===== src/rtl/seg7_scan_ctrl.sv =====
// Multiplexed 7-segment scan controller; display data is double-buffered and swapped only at frame boundaries.
// Optional leading-zero blanking is enabled by defining SEG7_LZB_EN.
module seg7_scan_ctrl #(
    parameter int unsigned DIGITS    = 6,
    parameter int unsigned SCAN_DIV  = 50000,
    parameter int unsigned BLANK_CYC = 16
) (
    input  logic                clk,
    input  logic                rst,
    input  logic                en,
    input  logic                load,
    input  logic [4*DIGITS-1:0] disp_num,
    input  logic [DIGITS-1:0]   dp_in,
    output logic [7:0]          SEGMENT,
    output logic [DIGITS-1:0]   AN,
    output logic [2:0]          scan_idx,
    output logic                frame_done
);
    localparam int unsigned CNT_MAX    = (SCAN_DIV > BLANK_CYC) ? SCAN_DIV : BLANK_CYC;
    localparam int unsigned CW         = (CNT_MAX > 1) ? $clog2(CNT_MAX) : 1;
    localparam logic [CW-1:0] SHOW_LAST  = CW'(SCAN_DIV - 1);
    localparam logic [CW-1:0] BLANK_LAST = CW'((BLANK_CYC > 0) ? (BLANK_CYC - 1) : 0);
    localparam logic [2:0]    IDX_LAST   = 3'(DIGITS - 1);

    typedef enum logic [1:0] {IDLE, BLANK, SHOW} state_t;

    state_t              state, state_n;
    logic [CW-1:0]       cnt, cnt_n;
    logic [2:0]          idx_n;
    logic                frame_end;
    logic [4*DIGITS-1:0] act_num, act_num_n, pend_num;
    logic [DIGITS-1:0]   act_dp, act_dp_n, pend_dp;
    logic                pend;
    logic [7:0]          seg_n;
    logic [DIGITS-1:0]   an_n;

    function automatic logic [6:0] hex7(input logic [3:0] n);
        hex7 = 7'h00;
        case (n)
            4'h0: hex7 = 7'h3F;
            4'h1: hex7 = 7'h06;
            4'h2: hex7 = 7'h5B;
            4'h3: hex7 = 7'h4F;
            4'h4: hex7 = 7'h66;
            4'h5: hex7 = 7'h6D;
            4'h6: hex7 = 7'h7D;
            4'h7: hex7 = 7'h07;
            4'h8: hex7 = 7'h7F;
            4'h9: hex7 = 7'h6F;
            4'hA: hex7 = 7'h77;
            4'hB: hex7 = 7'h7C;
            4'hC: hex7 = 7'h39;
            4'hD: hex7 = 7'h5E;
            4'hE: hex7 = 7'h79;
            4'hF: hex7 = 7'h71;
            default: hex7 = 7'h00;
        endcase
    endfunction

    // Scan sequencing: blank gap, then dwell on one digit; en low parks in IDLE.
    always_comb begin
        state_n   = state;
        cnt_n     = cnt;
        idx_n     = scan_idx;
        frame_end = 1'b0;
        if (!en) begin
            state_n = IDLE;
            cnt_n   = '0;
            idx_n   = '0;
        end else begin
            case (state)
                IDLE: begin
                    cnt_n   = '0;
                    state_n = (BLANK_CYC == 0) ? SHOW : BLANK;
                end
                BLANK: begin
                    if (cnt == BLANK_LAST) begin
                        cnt_n   = '0;
                        state_n = SHOW;
                    end else begin
                        cnt_n = cnt + 1'b1;
                    end
                end
                SHOW: begin
                    if (cnt == SHOW_LAST) begin
                        cnt_n     = '0;
                        frame_end = (scan_idx == IDX_LAST);
                        idx_n     = (scan_idx == IDX_LAST) ? 3'd0 : scan_idx + 3'd1;
                        state_n   = (BLANK_CYC == 0) ? SHOW : BLANK;
                    end else begin
                        cnt_n = cnt + 1'b1;
                    end
                end
                default: state_n = IDLE;
            endcase
        end
    end

    // Active data only changes at the frame boundary; a coincident load bypasses pending.
    always_comb begin
        act_num_n = act_num;
        act_dp_n  = act_dp;
        if (frame_end) begin
            if (load) begin
                act_num_n = disp_num;
                act_dp_n  = dp_in;
            end else if (pend) begin
                act_num_n = pend_num;
                act_dp_n  = pend_dp;
            end
        end
    end

    // Outputs are decoded from next-cycle state/data so AN and SEGMENT register together.
    always_comb begin
`ifdef SEG7_LZB_EN
        logic              any_nz;
        logic [DIGITS-1:0] lead_zero;
        any_nz    = 1'b0;
        lead_zero = '0;
        for (int i = DIGITS - 1; i >= 0; i--) begin
            any_nz       = any_nz | (|act_num_n[4*i +: 4]);
            lead_zero[i] = ~any_nz;
        end
`endif
        seg_n = 8'h00;
        an_n  = '0;
        if (state_n == SHOW) begin
            for (int i = 0; i < DIGITS; i++) begin
                if (idx_n == 3'(i)) begin
                    an_n[i] = 1'b1;
                    seg_n   = {act_dp_n[i], hex7(act_num_n[4*i +: 4])};
`ifdef SEG7_LZB_EN
                    if (i > 0 && lead_zero[i]) seg_n[6:0] = 7'h00;
`endif
                end
            end
        end
    end

    always_ff @(posedge clk) begin
        if (rst) begin
            state    <= IDLE;
            cnt      <= '0;
            scan_idx <= '0;
        end else begin
            state    <= state_n;
            cnt      <= cnt_n;
            scan_idx <= idx_n;
        end
    end

    always_ff @(posedge clk) begin
        if (rst) begin
            SEGMENT    <= 8'h00;
            AN         <= '0;
            frame_done <= 1'b0;
            act_num    <= '0;
            act_dp     <= '0;
            pend_num   <= '0;
            pend_dp    <= '0;
            pend       <= 1'b0;
        end else begin
            SEGMENT    <= seg_n;
            AN         <= an_n;
            frame_done <= frame_end;
            act_num    <= act_num_n;
            act_dp     <= act_dp_n;
            if (frame_end) begin
                pend <= 1'b0;
            end else if (load) begin
                pend_num <= disp_num;
                pend_dp  <= dp_in;
                pend     <= 1'b1;
            end
        end
    end

endmodule


===== config.mk =====
export PLATFORM = sky130hd
export DESIGN_NAME = seg7_scan_ctrl
export DESIGN_NICKNAME = d
export VERILOG_FILES = /design/src/rtl/seg7_scan_ctrl.sv
export SDC_FILE = /design/constraint.sdc
export NUM_CORES = 1
export LEC_CHECK = 0
export ABC_CLOCK_PERIOD_IN_PS = 5050
export CAP_MARGIN = 30
export CORE_ASPECT_RATIO = 0.6
export CORE_UTILIZATION = 50
export DETAILED_ROUTE_END_ITERATION = 6
export PLACE_DENSITY = 0.73
export SYNTH_ARGS = -nofsm -noshare
export SYNTH_HDL_FRONTEND = slang
export SYNTH_SLANG_ARGS = --single-unit

===== constraint.sdc =====
create_clock -name clk -period 5.05 [get_ports clk]
set_input_delay 0.7575 -clock clk [delete_from_list [all_inputs] [get_ports clk]]
set_output_delay 0.7575 -clock clk [all_outputs]
set_load 0.05 [all_outputs]

==> flow_summary.ini, run 1 <==
[global_routing]
grt_pass1_wl_mm = 30.64
grt_use_total = 0.3071
grt_pass1_vias = 5700
grt-ovfl-total = 0
antenna_found_initial = 0
grt_max_degree = 63

[placement]
dpl.hpwl_mm = 14.53
gp_congestion = 1.013
io_buffers = 51

[sta]
period_share = 0.8761
hold_viol_final = 0
setup_violations = 0
skew_ps = 8.398
finalMaxSlewViolations = 0
layout_min_cycle_time_ps = 4424
rsz0062_at_grt = false
tightest_slew_ps = 914.6
hold_ws_ps = 457.9
setup_tns_ps = 0
max_freq_mhz = 226.0
slew_headroom = 0.3838

[die]
coreArea_mm2 = 0.01214
rows = 31
die_x_um = 146.5
dieArea_mm2 = 0.01300
dieHeight_um = 88.71
ios = 52
initial_core_util = 0.5160

[worst_setup_path]
crit_arrival_ps = 4720
worstSetupEndpointType = register
endpoint = SEGMENT[2]
critical_path_required_ps = 5340
critPathMaxFanout = 21
r2r_slack_ps = 910
r2r-start = scan_idx[0]
critPathLaunch = en
critPathKind = input pin to register
r2r_cells = 12
reg2reg_to = SEGMENT[2]
critPathLaunchType = input pin

[yosys]
netlist_top_cells_area = dfxtp_1 31%, ha_1 8.8%, nor2_1 6.3%
synthesis.nets = 873
ys_top_cells_by_count = 105 x nor2_1, 102 x nand2_1, 97 x dfxtp_1
ys_ff_latch = 97
yosysWarnings = 0
synth.distinct_cells = 85
synthFlopType = dfxtp_1
yosys.area.top_type = dfxtp_1
syn_inst = 795
syn_area_mm2 = 0.006265
syn_avg_cell_area_um2 = 7.880
seq_area_frac_synth = 0.3100
yosysMostFrequentCell = nor2_1
synth_edf_count = 0
async_reset_ff_frac = 0
synth_top_area_share = 0.3100

[cells_and_area]
drive_gt1_frac = 0.08743
fill_cells = 1069
postLayoutCoreUtil = 0.5931
antennaDiodeCount = 0
syn_to_final_growth_pct = 14.94
finalNetCount = 908

[detailed_routing]
postRouteWirelength_mm = 19.64
wl_per_cell_um = 19.64
firstDrtPassIters = 5
vias_per_cell = 6.259
drcViolationCount = 0
vias = 6259
drtIter0Drc = 850
ant_nets = 0

[clock_tree]
numCtsBuffers = 9
h-tree-depth = 3
ctsHoldBuffers = 0
clk_latency_ps = 350
cts_setup_buffers = 0
cts.reportedPaths.clkPinSlew_ps = 70
cts_resized = 0
cts_buffer_depth = 2
clock-sinks = 97
root_buffer = clkbuf_16
cts_tree = yes

[power]
power_density_mw_per_mm2 = 222.4
p_leak_nw = 2.731
p_total_w = 0.001602
ir_drop_v = 0.0001526

[worst_hold_path]
min_path_type = register to register

[run]
maxCapViolCount = 0

[outcome]
status = completed
[cell type report]
class                           count  area (um^2)  share of cell area
Multi-Input combinational cell    614         3939              0.5470
Sequential cell                    97         1942              0.2697
Timing Repair Buffer               72        683.2             0.09487
Clock inverter                      6        56.30            0.007819
Clock buffer                       10        239.0             0.03319
Tap cell                          165        206.4             0.02867
Inverter                           36        135.1             0.01877
[metal layers]
metal / track usage / vias to the layer above / wire length [um]
met5: 0 / - / 0
met4: 0.09186 / 0 / 396
met3: 0.08402 / 47 / 2520
met2: 0.4550 / 371 / 7782
met1: 0.4340 / 2931 / 8943
li1: - / 2910 / -
[report_power, final]
| part | switching, W | internal, W |
|---|---|---|
| logic | 0.0000674 | 0.0000515 |
| clock network | 0.000334 | 0.000360 |
| registers | 0.0000111 | 0.000778 |
[per-stage QoR]
stage | instances | worst slack, ps | area, um^2
after floorplan | 795 | 898.9 | 6265
after global placement | 983 | 586.2 | 6878
after detailed placement | 984 | 423.0 | 6905
after CTS | 1000 | 794.8 | 7201
after global routing | 1000 | 474.4 | 7201
final | 1000 | 625.7 | 7201
[critical path: stages]
cell and delay, ps:
clkdlybuf4s50_1 570, nand3b_1 270, or4_1 800, nor2_8 350, o22ai_1 200, a21oi_4 290
inv_1 210, ha_1 250, nand2_1 90, o21ai_0 120, o21a_1 210, a2111oi_0 420
o31a_1 180
[kinds of logic after synthesis]
group | count (synthesis) | synth area share
buf+inv | 84 | 0.06171
fa+ha+maj | 44 | 0.08788
flops | 97 | 0.3100
mux | 13 | 0.02277
xor+xnor | 21 | 0.02936
simple gates | 318 | 0.2431
compound gates | 218 | 0.2453
[layout by cell type (no fill, tap or decap), drive strengths merged, types with 9 or more instances in the layout]
cell type	n
clkdlybuf4s50	50
or3	11
o211ai	14
nand3	17
a31oi	13
inv	40
mux2i	9
ha	44
clkbuf	10
xnor2	14
buf	22
nand2	102
o22ai	25
nor2	110
o21ai	27
o22a	10
dfxtp	97
nor3	19
o221ai	9
a21oi	61
[how the worst min path moves through the flow]
stage                             from            to  cells past startpoint
after floorplan            pend_num[5]   pend_num[5]                      2
after global placement     pend_num[6]   pend_num[6]                      2
after detailed placement   pend_num[5]   pend_num[5]                      2
after CTS                  pend_num[5]   pend_num[5]                      2
after global routing      pend_num[19]  pend_num[19]                      2
final                      pend_num[5]   pend_num[5]                      2
[flip-flops by register name, summed over array words and instances (netlist names)]
name,cells
pend_dp,6
act_num,24
pend_num,24
frame_done,1
AN,6
SEGMENT,8
state,2
scan_idx,3
cnt,16
act_dp,6
pend,1
No activity file was read; power rests on OpenSTA's default activity.
==> run 2, diff against run 1 <==
--- a/config.mk
+++ b/config.mk
@@ -10,6 +10,7 @@
 export CORE_ASPECT_RATIO = 0.6
 export CORE_UTILIZATION = 50
 export DETAILED_ROUTE_END_ITERATION = 6
+export GPL_ROUTABILITY_DRIVEN = 0
 export PLACE_DENSITY = 0.73
 export SYNTH_ARGS = -nofsm -noshare
 export SYNTH_HDL_FRONTEND = slang
==> flow_summary.ini, run 2 (same netlist as run 1, synthesis figures left out) <==
[global_routing]
grt-busiest-layer = met1
grt_max_degree = 63
use_met2 = 0.4195
antenna_found_initial = 0
grt-ovfl-total = 0
grt_pass1_wl_mm = 30.22
grt_pass1_vias = 5580
met1_usage = 0.4598
grt_use_total = 0.3022
grtUsageMet3 = 0.06753

[clock_tree]
root_buffer = clkbuf_16
cts.reportedPaths.clkPinSlew_ps = 80
numCtsBuffers = 9
clk_latency_ps = 360
ctsHoldBuffers = 0
h-tree-depth = 3
cts_resized = 0
cts_setup_buffers = 0
cts_tree = yes
clock-sinks = 97
cts_buffer_depth = 2

[detailed_routing]
vias_per_cell = 6.228
drcViolationCount = 0
postRouteWirelength_mm = 19.16
wl_per_cell_um = 19.18
drtIter0Drc = 1013
ant_nets = 0
vias = 6222
firstDrtPassIters = 5

[sta]
finalMaxSlewViolations = 0
setup_tns_ps = 0
hold_ws_ps = 457.7
rsz0062_at_grt = false
max_freq_mhz = 229.9
slew_headroom = 0.3842
layout_min_cycle_time_ps = 4349
setup_violations = 0
hold_viol_final = 0
tightest_slew_ps = 922.5
period_share = 0.8612
skew_ps = 13.70

[power]
p_total_w = 0.001603
p_leak_nw = 2.722
ir_drop_v = 0.0001927
power_density_mw_per_mm2 = 223.2

[cells_and_area]
drive_gt1_frac = 0.08633
syn_to_final_growth_pct = 14.66
stdcell_count = 999
layout_top_registers = act_num x24, pend_num x24, cnt x16
final_cell_mix = 104 x nor2_1, 102 x nand2_1, 97 x dfxtp_1, 59 x a21oi_1, 50 x clkdlybuf4s50_1
antennaDiodeCount = 0
final_common_cell = nor2_1
finalNetCount = 907

[worst_setup_path]
cp_top_family = compound AO/OA/AOI/OAI gates
slowest_stage = or4_1
max_stage_delay_ps = 780
crit_arrival_ps = 4610
crit_buf_inv = 3
worstSetupEndpointType = register
critical_path_required_ps = 5310
critPathLaunchType = input pin
crit_chain = clkdlybuf4s50_1 -> nand3b_1 -> or4_1 -> nor2_8 -> a31oi_1 -> o21bai_4 -> inv_1 -> ha_1 -> inv_1 -> o21ai_0 -> a221oi_2 -> o211ai_1 -> a221oi_2
critPathKind = input pin to register
critPathMaxFanout = 21

[run]
maxCapViolCount = 0

[die]
coreArea_mm2 = 0.01214
die_x_um = 146.5
dieArea_mm2 = 0.01300
ios = 52
initial_core_util = 0.5160
dieHeight_um = 88.71
rows = 31

[placement]
dpl.hpwl_mm = 14.15
numPlacedInstances = 983
io_buffers = 51

[outcome]
status = completed

[worst_hold_path]
min_path_type = register to register
==> run 2: changes by cell type in the layout (fill, tap and decap cells not counted), sizes merged <==
| cell | delta |
|---|---|
| inv | -1 |
| buf | -1 |
| clkinv | +1 |
==> run 2: layout make-up <==
cell class	instances	area, um^2
Clock buffer	10	239.0
Clock inverter	6	58.81
Fill cell	1030	4957
Inverter	36	135.1
Multi-Input combinational cell	614	3939
Sequential cell	97	1942
Tap cell	165	206.4
Timing Repair Buffer	71	663.1
==> run 2: final timing paths <==
path	slack (ps)	start	endpoint	cells after the start
setup reg to reg	1000	cnt[4]	SEGMENT[3]	12
hold / removal	460	pend_num[22]	pend_num[22]	2
setup / recovery	700	en	SEGMENT[3]	13
hold reg to reg	460	pend_num[22]	pend_num[22]	2
==> run 2: power breakdown <==
part	internal (W)	leakage (nW)	switching, W
clock	0.000360	0.145	0.000335
combinational	0.0000505	1.79	0.0000668
sequential	0.000778	0.787	0.0000126
total	0.00119	2.72	0.000414
==> run 2: routing by layer <==
metal,part of all wire,vias to the layer above,wire [um]
met1,0.48,2905,9188
met4,0.015,0,282
met3,0.11,29,2131
met2,0.39,376,7553
li1,-,2912,-
met5,0,-,0
==> run 2: stage by stage <==
step                      setup slack (ps)  cell area, um^2    util
after CTS                            779.6             7183  0.5917
final                                700.8             7183  0.5917
after global routing                 478.8             7183  0.5917
after floorplan                      898.9             6265       -
after global placement               552.5             6870  0.5659
after detailed placement             421.7             6885  0.5671
==> run 2: worst register-to-register path, cell delays in order, from the launching register on <==
cell	delay (ps)
dfxtp_1	360
or4_4	610
or4_1	760
nor2_8	360
a31oi_1	190
o21bai_4	270
inv_1	120
ha_1	260
inv_1	80
o21ai_0	130
a221oi_2	360
o211ai_1	170
a221oi_2	290
